[src/rtl/dmem_port_arbiter.sv]
// Two-port arbiter for the single-port data memory: fixed CPU priority with a starvation-forced DMA slot.
// Optional performance counters are enabled with the DMEM_ARB_PERF_EN macro.
module dmem_port_arbiter #(
  parameter int unsigned MAX_WAIT = 4,
  parameter int unsigned AW       = 32
) (
  input  logic          clk,
  input  logic          rst,
  input  logic          req0,
  input  logic          we0,
  input  logic [2:0]    sel0,
  input  logic [AW-1:0] addr0,
  input  logic [31:0]   wd0,
  output logic          gnt0,
  output logic          cpu_stall,
  input  logic          req1,
  input  logic          we1,
  input  logic [2:0]    sel1,
  input  logic [AW-1:0] addr1,
  input  logic [31:0]   wd1,
  output logic          gnt1,
  output logic          rvalid0,
  output logic          rvalid1,
  output logic [31:0]   rdata,
  output logic          err,
  output logic          write_enable_dmem,
  output logic [2:0]    store_sel_M,
  output logic [2:0]    load_sel_M,
  output logic [31:0]   mem_WA,
  output logic [31:0]   mem_WD,
`ifdef DMEM_ARB_PERF_EN
  output logic [31:0]   perf_conflicts,
  output logic [31:0]   perf_forced,
  output logic [31:0]   perf_rejects,
`endif
  input  logic [31:0]   mem_RD
);

  localparam int unsigned CW = 8;

  typedef enum logic [0:0] {CPU_PRI, DMA_FORCE} state_t;

  state_t        state, state_next;
  logic [CW-1:0] wait_cnt, wait_cnt_next;

  logic          granted;
  logic          sel_we;
  logic [2:0]    sel_sz;
  logic [AW-1:0] sel_addr;
  logic [31:0]   sel_wd;
  logic          legal;
  logic          aligned;
  logic          rejected;

  // State and starvation counter registers
  always_ff @(posedge clk) begin
    if (rst) begin
      state    <= CPU_PRI;
      wait_cnt <= '0;
    end else begin
      state    <= state_next;
      wait_cnt <= wait_cnt_next;
    end
  end

  // Grant decision and next-state / counter logic
  always_comb begin
    gnt0          = 1'b0;
    gnt1          = 1'b0;
    state_next    = state;
    wait_cnt_next = wait_cnt;
    case (state)
      CPU_PRI: begin
        gnt0 = req0;
        gnt1 = req1 & ~req0;
      end
      DMA_FORCE: begin
        gnt1 = req1;
        gnt0 = ~req1 & req0;
      end
      default: ;
    endcase
    if (state == DMA_FORCE) begin
      state_next    = CPU_PRI;
      wait_cnt_next = '0;
    end else if (req1 & ~gnt1) begin
      if (wait_cnt == CW'(MAX_WAIT - 1)) state_next = DMA_FORCE;
      if (wait_cnt != '1) wait_cnt_next = wait_cnt + CW'(1);
    end else begin
      wait_cnt_next = '0;
    end
  end

  assign cpu_stall = req0 & ~gnt0;
  assign granted   = gnt0 | gnt1;

  // Port 0 drives memory whenever port 1 is not granted
  assign sel_we   = gnt1 ? we1   : we0;
  assign sel_sz   = gnt1 ? sel1  : sel0;
  assign sel_addr = gnt1 ? addr1 : addr0;
  assign sel_wd   = gnt1 ? wd1   : wd0;

  always_comb begin
    legal   = 1'b0;
    aligned = 1'b1;
    case (sel_sz)
      3'b000, 3'b001, 3'b010: legal = 1'b1;
      3'b100, 3'b101:         legal = ~sel_we;
      default:                legal = 1'b0;
    endcase
    case (sel_sz)
      3'b001, 3'b101: aligned = ~sel_addr[0];
      3'b010:         aligned = (sel_addr[1:0] == 2'b00);
      default:        aligned = 1'b1;
    endcase
  end

  assign rejected          = ~(legal & aligned);
  assign write_enable_dmem = granted & sel_we & ~rejected;
  assign store_sel_M       = sel_sz;
  assign load_sel_M        = sel_sz;
  assign mem_WA            = 32'(sel_addr);
  assign mem_WD            = sel_wd;

  // Registered response, one cycle after the grant
  always_ff @(posedge clk) begin
    if (rst) begin
      rvalid0 <= 1'b0;
      rvalid1 <= 1'b0;
      rdata   <= '0;
      err     <= 1'b0;
    end else begin
      rvalid0 <= gnt0;
      rvalid1 <= gnt1;
      if (granted) begin
        err   <= rejected;
        rdata <= (sel_we | rejected) ? 32'h0 : mem_RD;
      end
    end
  end

`ifdef DMEM_ARB_PERF_EN
  // Saturating event counters
  always_ff @(posedge clk) begin
    if (rst) begin
      perf_conflicts <= '0;
      perf_forced    <= '0;
      perf_rejects   <= '0;
    end else begin
      if (req0 && req1 && perf_conflicts != '1) perf_conflicts <= perf_conflicts + 32'(1);
      if (state == DMA_FORCE && gnt1 && perf_forced != '1) perf_forced <= perf_forced + 32'(1);
      if (granted && rejected && perf_rejects != '1) perf_rejects <= perf_rejects + 32'(1);
    end
  end
`endif

endmodule

[config.mk]
export PLATFORM = sky130hd
export DESIGN_NAME = dmem_port_arbiter
export DESIGN_NICKNAME = d
export VERILOG_FILES = /design/src/rtl/dmem_port_arbiter.sv
export SDC_FILE = /design/constraint.sdc
export NUM_CORES = 1
export LEC_CHECK = 0
export CORE_AREA = 5 5 106 108
export DETAILED_ROUTE_END_ITERATION = 16
export DIE_AREA = 0 0 111 113
export PLACE_DENSITY = 0.74
export SYNTH_ARGS = -nofsm -noshare
export SYNTH_HDL_FRONTEND = slang
export SYNTH_SLANG_ARGS = --single-unit
[constraint.sdc]
create_clock -name clk -period 6.56 [get_ports clk]
set_clock_uncertainty 0.2 [all_clocks]
set_input_delay 1.312 -clock clk [delete_from_list [all_inputs] [get_ports clk]]
set_output_delay 1.312 -clock clk [all_outputs]
set_load 0.02 [all_outputs]
== After elaboration in Yosys (flattened, before gate mapping) ==
Index checks and enable logic that the tools add are counted.
W data, S select, Z words.

* $add $sub $neg: 1
* Equality and inequality tests: 6
* Reductions and logical operators: 6
* Multiplexer cells: 10
* Bitwise gates (word level): 18

{| class="wikitable"
|+ Operators with widths
! kind !! number
|-
| $mux W32 || 3
|-
| $not A1 Y1 || 9
|-
| $add A8 B1 Y8 const B || 1
|-
| $eq A8 B2 Y1 const B || 1
|-
| $ne A8 B8 Y1 const B || 1
|-
| $pmux W1 S2 || 4
|-
| $and A1 B1 Y1 || 7
|-
| $eq A3 B3 Y1 const B || 2
|-
| $reduce_or A3 Y1 || 2
|-
| $reduce_or A2 Y1 || 2
|-
| $eq A3 B1 Y1 const B || 1
|-
| $eq A3 B2 Y1 const B || 1
|-
| $logic_not A3 Y1 || 1
|-
| $mux W3 || 1
|-
| $logic_not A2 Y1 || 1
|-
| $mux W1 || 2
|-
| $or A1 B1 Y1 || 2
|}

* Bits of input ports: 172
* Bits in registers: 44

== Depth between registers and ports, before layout ==
Gate-level depths: netlist (run 1).

* Depth in word-level cells: 11
* Depth in mapped cells: 6
* Mapped depth without buffers: 5

== Least setup slack after synthesis (run 1) ==
Ideal clock, no wire load.

* Path type: in2out
* From: input req1
* To: output store_sel_M[0]
* Arrival: 2576 ps
* Cell stages on the path: 6
* Slack: 2472 ps
* Required time: 5048 ps
* Path through: buf_2 nand2_2 buf_2 buf_2 mux2_2 buf_4

* Cells in the longest elaborated chain, start to end: 3

{| class="wikitable"
|+ Ends and longest elaborated chain
! item !! line !! source
|-
| start, declared || 16 || <nowiki>input logic req1,</nowiki>
|-
| $and A1 B1 Y1 || 75 || <nowiki>gnt1 = req1 & ~req0;</nowiki>
|-
| $pmux W1 S2 * || 72 || <nowiki>case (state)</nowiki>
|-
| $mux W3 * || 99 || <nowiki>assign sel_sz = gnt1 ? sel1 : sel0;</nowiki>
|-
| end, declared || 27 || <nowiki>output logic [2:0] store_sel_M,</nowiki>
|}

Every way passes the cells marked *; elsewhere a longest branch is shown, timed or not.

== Final worst setup path (run 1) ==
* From: input req0
* To: output write_enable_dmem

* Cells in the longest elaborated chain, start to end: 9

{| class="wikitable"
|+ Ends and longest elaborated chain
! item !! line !! source
|-
| start, declared || 9 || <nowiki>input logic req0,</nowiki>
|-
| $not A1 Y1 || 75 ||
|-
| $and A1 B1 Y1 || 75 ||
|-
| $pmux W1 S2 || 72 ||
|-
| $mux W3 || 99 ||
|-
| $eq A3 B2 Y1 (tied with other cells) || 106, 111 ||
|-
| $reduce_or A3 Y1 (tied with other cells) || 106 || <nowiki>case (sel_sz)</nowiki>
|-
| $pmux W1 S2 (on tied branches) || 106, 111 ||
|-
| $and A1 B1 Y1 || 118 || <nowiki>assign rejected = ~(legal & aligned);</nowiki>
|-
| $and A1 B1 Y1 * || 119 || <nowiki>assign write_enable_dmem = granted & sel_we & ~rejected;</nowiki>
|-
| end, declared || 26 || <nowiki>output logic write_enable_dmem,</nowiki>
|}

Marks and branches as above.

==> results.json, run 1 <==
{
  "placementRows": 37,
  "wl_mm": 11.6,
  "clock-sinks": 44,
  "port_buffers": 280,
  "leakagePower_nw": 2.02,
  "worst_hold_path_type": "register to register",
  "antenna_cells": 0,
  "track_usage_pct": 17.4,
  "cts_made_buffers": 5,
  "clk_latency_ns": 0.29,
  "multi_input_comb_area_um2": 1420,
  "max_cap_violations": 0,
  "die_h_um": 113,
  "async_flop_share_pct": 0,
  "ant_nets": 0,
  "drt-met1-wl_mm": 4.61,
  "top_layer_used": "met4",
  "area_growth_pct": 124,
  "dp_cells": 621,
  "cts_resized": 0,
  "postCtsSetupBuffers": 0,
  "endpoint_kind": "primary output",
  "synth_cell_types": 39,
  "path_clk_slew_ns": 0.08,
  "synth_edf_count": 0,
  "tritoncts": "yes",
  "final-hold-violation-count": 0,
  "place_ws_ns": 1.33,
  "syn_area_per_cell_um2": 11.0,
  "grt_first_pass_wirelength_mm": 17.7,
  "ios": 281,
  "worst_path_max_delay_cell": "clkdlybuf4s50_1",
  "rr_endpoint": "rdata[19]$_SDFFE_PP0N_",
  "drtPass1Iterations": 4,
  "critPathArrivalTime_ns": 3.67,
  "synth-compound-area-share_pct": 17.4,
  "worst-path-buf-inv": 4,
  "clock_path_buffers": 2,
  "yosys.area_share.simple_pct": 7.52,
  "setup_ws_ns": 1.38,
  "wl_met2_mm": 5.96,
  "hold_ws_ns": 0.277,
  "die-area_um2": 12500,
  "worst_path_most_repeated_cell": "clkdlybuf4s50_1",
  "wl_met3_um": 880,
  "max_stage_delay_ns": 0.64,
  "die_w_um": 111,
  "ys_seq_area_share_pct": 36.5,
  "crit_cells": 8,
  "wire_per_inst_um": 18.4,
  "final_util_pct": 53.3,
  "setup_viol": 0,
  "grt_start_max_net_pins": 69,
  "yosys_warnings": 0,
  "stdcell_count": 629,
  "cts-root-buf": "clkbuf_8",
  "synth_seq_cells": 44,
  "maxSlewHeadroom_pct": 67.5,
  "synth_top_family_by_area": "multiplexers",
  "tightestPinTransition_ns": 0.484,
  "drive_gt1_share_pct": 10.1,
  "drt_first_iter_violations": 95,
  "fin_crit_sh_pct": 79.0,
  "antenna_found_initial": 0,
  "seqCellArea_um2": 881,
  "setup_tns_ns": 0,
  "start_util_pct": 23.8,
  "rsz0062_at_grt": "no",
  "reg2reg_depth": 7,
  "cp.required_ns": 5.05,
  "route.detailed.drc": 0,
  "powerDensity_nw_per_um2": 140,
  "ir_worst_vdd_mv": 0.120,
  "crit_end": "write_enable_dmem",
  "syn_inst": 219,
  "nNetsFinal": 665,
  "min_period_ns": 5.18,
  "status": "complete, no violations",
  "vias_per_cell": 4.58,
  "n_fill_cell": 900,
  "gr-total-overflow": 0,
  "cp_top_family": "buffers and inverters",
  "crit_start": "req0",
  "dp_hpwl_mm": 9.71,
  "final_max_slew_viol_count": 0,
  "grt_pass1_vias": 3094,
  "synth_adder_area_share_pct": 0.518,
  "path_max_fanout": 68,
  "cts_max_level": 2,
  "r2r-start": "state$_SDFF_PP0_",
  "fmax_mhz": 193,
  "r2r_slack_ns": 4.24,
  "ctsHoldBuffers": 0,
  "vias": 2878,
  "syn_area_um2": 2410,
  "worstPathCellList": "clkdlybuf4s50_1 -> nand2b_1 -> nand2_2 -> buf_12 -> inv_2 -> a21o_1 -> nor2_1 -> clkdlybuf4s50_1",
  "synth_xor_area_share_pct": 1.09,
  "synthMuxAreaShare_pct": 32.1,
  "synth_ff_type": "dfxtp_1",
  "syn_nets": 392,
  "core_um2": 10100,
  "critPathLaunchType": "input port",
  "criticalPathCategory": "input port to primary output",
  "gp_congestion": 0.806
}
worst min path at each step:
stage                                  start                  endpoint  depth (start not counted)
floorplan           wait_cnt[2]$_SDFFE_PP0P_  wait_cnt[2]$_SDFFE_PP0P_                          1
global placement      rdata[23]$_SDFFE_PP0N_    rdata[23]$_SDFFE_PP0N_                          1
detailed placement    rdata[18]$_SDFFE_PP0N_    rdata[18]$_SDFFE_PP0N_                          1
CTS                    rdata[2]$_SDFFE_PP0N_     rdata[2]$_SDFFE_PP0N_                          1
global route           rdata[2]$_SDFFE_PP0N_     rdata[2]$_SDFFE_PP0N_                          1
finish                 rdata[2]$_SDFFE_PP0N_     rdata[2]$_SDFFE_PP0N_                          1
synth_stat cells, types with 2 or more instances:
cell | instances | area [um2]
dfxtp_1 | 44 | 881
mux2_2 | 35 | 394
a22o_1 | 32 | 280
mux2_1 | 32 | 360
nor2_1 | 11 | 41.3
buf_2 | 8 | 40.0
and3_1 | 5 | 31.3
nand3_1 | 4 | 20.0
buf_4 | 3 | 22.5
buf_6 | 3 | 33.8
clkbuf_1 | 3 | 11.3
nor3_1 | 3 | 15.0
nor4_1 | 3 | 18.8
a221oi_1 | 2 | 17.5
a31oi_1 | 2 | 12.5
inv_1 | 2 | 7.51
mux2i_1 | 2 | 20.0
nand2_1 | 2 | 7.51
nand2b_1 | 2 | 12.5
xnor2_1 | 2 | 17.5
report_power, final:
| group | switching [mW] | total, mW | internal, mW |
|---|---|---|---|
| sequential | 0.00397 | 0.278 | 0.274 |
| combinational | 0.122 | 0.315 | 0.192 |
| clock | 0.0886 | 0.165 | 0.0761 |
| total | 0.215 | 0.758 | 0.543 |
final cells by class:
cell class,instances,area share (%)
clock buffer,7,1.41
clock inverter,1,0.162
inverter,3,0.208
multi-input combinational,155,26.3
sequential,44,16.3
tap,136,3.15
timing repair buffer,283,52.5
kinds of logic after synthesis:
| logic type | after synthesis |
|---|---|
| mux | 69 |
| compound gates | 47 |
| flops | 44 |
| simple gates | 35 |
| buf+inv | 20 |
| xor+xnor | 3 |
| fa+ha+maj | 1 |
per-stage QoR:
| stage | instance area [um2] | power [mW] |
|---|---|---|
| after floorplan | 2410 | 0.404 |
| after CTS | 5400 | 0.770 |
| final | 5400 | 0.758 |
| after global placement | 5320 | 0.599 |
| after detailed placement | 5320 | 0.601 |
| after global routing | 5400 | 0.793 |
registers in the layout, indices dropped and copies added (netlist names):
name,count
err,1
wait_cnt,8
rdata,32
state,1
rvalid1,1
rvalid0,1
cell usage in the layout (no fill, tap or decap), types with 3 or more instances in the layout:
master and count:
a22o_1 32, nor4_1 3, dfxtp_1 44, clkbuf_8 5, nand3_1 4, mux2_2 35
mux2_1 32, clkdlybuf4s50_1 280, nor2_1 11, and3_1 5
routing by layer:
metal,track usage (%),up-vias
met5,0,-
met3,5.29,8
met4,3.53,0
li1,-,1381
met1,20.3,1344
met2,31.6,145
worst register-to-register path, delay by kind of cell, from the launching register on:
family	cells	cell delay, ns
AO/OA/AOI/OAI	2	0.58
buffers and inverters	3	0.82
flip-flops	1	0.34
AND/OR/NAND/NOR	2	0.33
Power figures use the tool's default switching activity.
==> run 2: changes to the inputs <==
--- a/config.mk
+++ b/config.mk
@@ -5,10 +5,10 @@
 export SDC_FILE = /design/constraint.sdc
 export NUM_CORES = 1
 export LEC_CHECK = 0
-export CORE_AREA = 5 5 106 108
+export CORE_MARGIN = 5
+export CORE_UTILIZATION = 25
 export DETAILED_ROUTE_END_ITERATION = 16
-export DIE_AREA = 0 0 111 113
-export PLACE_DENSITY = 0.74
+export PLACE_DENSITY = 0.8
 export SYNTH_ARGS = -nofsm -noshare
 export SYNTH_HDL_FRONTEND = slang
 export SYNTH_SLANG_ARGS = --single-unit
==> constraint.sdc (replaced) <==
create_clock -name clk -period 4.31 [get_ports clk]
set_clock_uncertainty 0.2 [all_clocks]
set_input_delay 0.862 -clock clk [delete_from_list [all_inputs] [get_ports clk]]
set_output_delay 0.862 -clock clk [all_outputs]
set_load 0.02 [all_outputs]
==> run 2 against run 1 <==
Clock-buffer cell count did not move. First-iteration DRC count is 18% higher. Critical path depth is 1 lower. Sequential power grew 53%. Combinational power up 55%. Wire length rose by 9.1%. Global-route usage is 2.4 points higher. Register-to-register slack got worse by 2.1 ns. Worst hold slack gained 0.0045 ns. Non-clock buffer count increased by 3. Critical endpoint is now load_sel_M[2]. Largest cell class unchanged. Highest routed layer is now met5.
==> results.json, run 2 (synthesis gave the netlist of run 1 again) <==
{
  "status": "complete, no violations",
  "path_clk_slew_ns": 0.08,
  "antenna_found_initial": 1,
  "fmax_mhz": 248,
  "die_w_um": 108,
  "ios": 281,
  "gp_congestion": 0.866,
  "rsz0062_at_grt": "no",
  "die-area_um2": 11700,
  "ir_worst_vdd_mv": 0.185,
  "tightestPinTransition_ns": 0.362,
  "port_buffers": 280,
  "clock-sinks": 44,
  "min_period_ns": 4.03,
  "powerDensity_nw_per_um2": 215,
  "final_cell_mix": "279 x clkdlybuf4s50_1, 44 x dfxtp_1, 35 x mux2_2",
  "postCtsSetupBuffers": 0,
  "final_max_slew_viol_count": 0,
  "core_um2": 9330,
  "area_growth_pct": 124,
  "wire_per_inst_um": 20.2,
  "track_usage_pct": 19.8,
  "reg_top3": "rdata: 32 flops, wait_cnt: 8 flops",
  "maxSlewHeadroom_pct": 75.7,
  "fin_crit_sh_pct": 93.4,
  "cts_resized": 0,
  "path_max_fanout": 68,
  "vias": 2898,
  "design_power_total_mw": 1.16,
  "setup_tns_ns": 0,
  "drt_first_iter_violations": 112,
  "cp.required_ns": 3.25,
  "mostFrequentLayoutCell": "clkdlybuf4s50_1",
  "placementRows": 35,
  "cts_made_buffers": 5,
  "critPathLaunchType": "input port",
  "vias_per_cell": 4.64,
  "cts-root-buf": "clkbuf_8",
  "clock_path_buffers": 2,
  "final-hold-violation-count": 0,
  "largest_reg_flops": 32,
  "route.detailed.drc": 0,
  "antenna_cells": 0,
  "grt_start_max_net_pins": 69,
  "nNetsFinal": 668,
  "critPathArrivalTime_ns": 2.96,
  "wl_mm": 12.6,
  "tritoncts": "yes",
  "regMostFlops": "rdata",
  "max_cap_violations": 0,
  "worst_hold_path_type": "register to register",
  "leakagePower_nw": 2.04,
  "clk_latency_ns": 0.29,
  "gr-total-overflow": 0,
  "cts_max_level": 2,
  "start_util_pct": 25.9,
  "ant_nets": 0,
  "dp_cells": 617,
  "stdcell_count": 625,
  "ctsHoldBuffers": 0,
  "dp_hpwl_mm": 10.6,
  "drive_gt1_share_pct": 10.9,
  "grt_first_pass_wirelength_mm": 17.7,
  "drtPass1Iterations": 4,
  "criticalPathCategory": "input port to primary output",
  "die_h_um": 108,
  "setup_viol": 0,
  "endpoint_kind": "primary output",
  "grt_pass1_vias": 3062
}
[run 2: metrics by stage]
step / utilization, % / setup WS (ns) / hold slack [ns] / area, um2
floorplan: - / 1.12 / 0.263 / 2410
global placement: 57.1 / 0.303 / 0.255 / 5330
detailed placement: 57.1 / 0.260 / 0.253 / 5330
CTS: 58.1 / 0.260 / 0.282 / 5420
global route: 58.1 / 0.207 / 0.297 / 5420
finish: 58.1 / 0.285 / 0.282 / 5420
[run 2: final cells by class]
cell class,count,area [um2]
Clock inverter,1,8.76
Fill cell,798,3910
Timing Repair Buffer,286,2860
Inverter,3,11.3
Sequential cell,44,881
Multi-Input combinational cell,155,1420
Tap cell,129,161
Clock buffer,7,76.3
[run 2: metal layers]
layer	wire length (um)	vias up	global-route usage, %	share of wire (%)
met5	12	-	0	0.095
met4	292	2	6.04	2.3
met3	1280	23	7.04	10
met2	6020	153	34.1	48
met1	5010	1338	23.0	40
li1	-	1382	-	-
[run 2: path summary, 6_finish.rpt]
kind / start / end / slack [ns] / depth (start not counted)
worst max-delay path: req0 / load_sel_M[2] / 0.28 / 7
worst min register to register: rdata[14]$_SDFFE_PP0N_ / rdata[14]$_SDFFE_PP0N_ / 0.28 / 1
worst max register to register: state$_SDFF_PP0_ / rdata[12]$_SDFFE_PP0N_ / 2.15 / 7
worst min-delay path: rdata[14]$_SDFFE_PP0N_ / rdata[14]$_SDFFE_PP0N_ / 0.28 / 1
[run 2: critical path: stages]
cell and delay [ns]:
clkdlybuf4s50_1 0.51, nand2b_1 0.12, nand2_2 0.11, buf_12 0.33, inv_2 0.13, mux2_2 0.26
clkdlybuf4s50_1 0.64
[run 2: power by group]
| part | switching, mW | internal [mW] |
|---|---|---|
| Clock | 0.137 | 0.116 |
| Combinational | 0.193 | 0.295 |
| Sequential | 0.00617 | 0.418 |
| Total | 0.336 | 0.828 |
==> run 3: changes to the inputs <==
--- a/config.mk
+++ b/config.mk
@@ -5,10 +5,10 @@
 export SDC_FILE = /design/constraint.sdc
 export NUM_CORES = 1
 export LEC_CHECK = 0
-export CORE_MARGIN = 5
-export CORE_UTILIZATION = 25
+export CORE_AREA = 5 5 107 109
 export DETAILED_ROUTE_END_ITERATION = 16
-export PLACE_DENSITY = 0.8
+export DIE_AREA = 0 0 112 114
+export PLACE_DENSITY = 0.81
 export SYNTH_ARGS = -nofsm -noshare
 export SYNTH_HDL_FRONTEND = slang
 export SYNTH_SLANG_ARGS = --single-unit
==> constraint.sdc (replaced) <==
create_clock -name clk -period 3.8 [get_ports clk]
set_clock_uncertainty 0.2 [all_clocks]
set_input_delay 0.76 -clock clk [delete_from_list [all_inputs] [get_ports clk]]
set_output_delay 0.76 -clock clk [all_outputs]
set_load 0.02 [all_outputs]
==> run 3 against run 2 <==
Worst hold slack got worse by 0.0028 ns. Sequential power increased by 13%. Cell area grew 0.81%. Clock-buffer cell count is the same. Register-to-register slack worse by 0.34 ns. Clock power rose by 11%. Utilization decreased by 6.1 points. Critical path depth decreased by 1. Sequential share of layout area down 0.13 points. Global-route usage is 2.8 points lower.
==> results.json, run 3 (synthesis gave the netlist of run 1 again) <==
{
  "power.switching_uw": 369,
  "setup_viol": 0,
  "crit_end": "mem_WD[4]",
  "drive_gt1_share_pct": 11.4,
  "final_max_slew_viol_count": 0,
  "regMostFlops": "rdata",
  "status": "complete, no violations",
  "crit_start": "req0",
  "clk_latency_ns": 0.29,
  "drt_first_iter_violations": 97,
  "p_int_uw": 941,
  "critPathArrivalTime_ns": 2.69,
  "worstPathCellList": "clkdlybuf4s50_1 -> nand2b_1 -> nand2_4 -> buf_12 -> mux2_2 -> clkdlybuf4s50_1",
  "place_ws_ns": 0.0904,
  "path_clk_slew_ns": 0.08,
  "wire_per_inst_um": 18.1,
  "tritoncts": "yes",
  "vias_per_cell": 4.53,
  "final_cell_mix": "278 x clkdlybuf4s50_1, 44 x dfxtp_1, 35 x mux2_2",
  "worst_path_max_delay_cell": "clkdlybuf4s50_1",
  "setup_tns_ns": 0,
  "cts_made_buffers": 5,
  "reg_top3": "rdata: 32 flops, wait_cnt: 8 flops",
  "power.share.clock_pct": 21.3,
  "tightestPinTransition_ns": 0.386,
  "criticalPathCategory": "input port to primary output",
  "max_stage_delay_ns": 0.55,
  "fmax_mhz": 274,
  "pwr-share-seq_pct": 36.7,
  "fin_crit_sh_pct": 96.0,
  "die_h_um": 114,
  "rr_endpoint": "rdata[23]$_SDFFE_PP0N_",
  "ir_worst_vdd_mv": 0.233,
  "die-area_um2": 12800,
  "port_buffers": 280,
  "r2r_slack_ns": 1.81,
  "worst_hold_path_type": "register to register",
  "clock_path_buffers": 2,
  "grt_pass1_vias": 3098,
  "vias": 2890,
  "wl_mm": 11.6,
  "clock-sinks": 44,
  "reg2reg_depth": 6,
  "crit_cells": 6,
  "max_cap_violations": 0,
  "ios": 281,
  "cts_max_level": 2,
  "final-hold-violation-count": 0,
  "core_um2": 10500,
  "r2r-start": "state$_SDFF_PP0_",
  "placementRows": 38,
  "antenna_cells": 0,
  "leakagePower_nw": 2.06,
  "p_sw_share_pct": 28.1,
  "ant_nets": 0,
  "setup_ws_ns": 0.153,
  "die_w_um": 112,
  "rsz0062_at_grt": "no",
  "cp.required_ns": 2.84,
  "hold_ws_ns": 0.279,
  "path_max_fanout": 39,
  "mostFrequentLayoutCell": "clkdlybuf4s50_1",
  "dp_hpwl_mm": 9.94,
  "grtUsageMet1_pct": 19.3,
  "critPathLaunchType": "input port",
  "antenna_found_initial": 0,
  "route.detailed.drc": 0,
  "gp_congestion": 0.984,
  "cp_top_family": "buffers and inverters",
  "worst-path-buf-inv": 3,
  "largest_reg_flops": 32,
  "grtUsageMet3_pct": 6.05,
  "cts-root-buf": "clkbuf_8",
  "stdcell_count": 638,
  "track_usage_pct": 17.1,
  "maxSlewHeadroom_pct": 74.0,
  "min_period_ns": 3.65,
  "start_util_pct": 23.0,
  "drtPass1Iterations": 4,
  "power_frac_comb_pct": 42.0,
  "nNetsFinal": 670,
  "grt_start_max_net_pins": 40,
  "area_growth_pct": 126,
  "final_util_pct": 52.0,
  "powerDensity_nw_per_um2": 240,
  "grt_first_pass_wirelength_mm": 17.2,
  "gr-usage-met2_pct": 30.7,
  "grt.busiest_layer": "met2",
  "dp_cells": 630,
  "endpoint_kind": "primary output",
  "worst_path_most_repeated_cell": "clkdlybuf4s50_1",
  "gr-total-overflow": 0
}
## run 3: cell types whose count changed in the layout (fill, tap and decap cells not counted), sizes merged
cell           delta
clkdlybuf4s50     -1
buf               +3
## run 3: cell type report
type / count / area, um2
clock buffers: 7 / 76.3
clock inverters: 1 / 8.76
fillers: 957 / 5050
inverters: 3 / 11.3
multi-input cells: 155 / 1420
flip-flops and latches: 44 / 881
well taps: 140 / 175
repair buffers: 288 / 2880
## run 3: power groups by stage
stage / clock network, mW / registers (mW) / logic [mW]
after floorplan: 0 / 0.506 / 0.191
after global placement: 0 / 0.491 / 0.545
after detailed placement: 0 / 0.491 / 0.552
after CTS: 0.292 / 0.481 / 0.554
after global routing: 0.313 / 0.483 / 0.578
final: 0.280 / 0.481 / 0.550
## run 3: worst min path at each step
stage                              from                  endpoint  slack [ns]  cells after the start
2_1_floorplan  wait_cnt[2]$_SDFFE_PP0P_  wait_cnt[2]$_SDFFE_PP0P_        0.26                      1
3_3_place_gp     rdata[30]$_SDFFE_PP0N_    rdata[30]$_SDFFE_PP0N_        0.26                      1
3_5_place_dp      rdata[9]$_SDFFE_PP0N_     rdata[9]$_SDFFE_PP0N_        0.26                      1
4_1_cts          rdata[15]$_SDFFE_PP0N_    rdata[15]$_SDFFE_PP0N_        0.28                      1
5_1_grt          rdata[13]$_SDFFE_PP0N_    rdata[13]$_SDFFE_PP0N_        0.31                      1
6_report         rdata[22]$_SDFFE_PP0N_    rdata[22]$_SDFFE_PP0N_        0.28                      1
## run 3: routing by layer
layer  up-vias  wire, um  part of all wire, %
li1       1386         -                    -
met2       156      5740                   50
met5         -         0                    0
met4         0       163                  1.4
met3        12      1050                  9.1
met1      1336      4590                   40
## run 3: stage by stage
step / total power [mW] / instance area, um2
2_1_floorplan: 0.697 / 2410
3_3_place_gp: 1.04 / 5370
3_5_place_dp: 1.04 / 5370
4_1_cts: 1.33 / 5450
5_1_grt: 1.37 / 5460
6_report: 1.31 / 5460
## run 3: what timing repair did
action,in CTS,in global routing
setup buffers,0,0
resized for setup,0,1
endpoints found under the setup margin,0,1
hold buffers,0,0
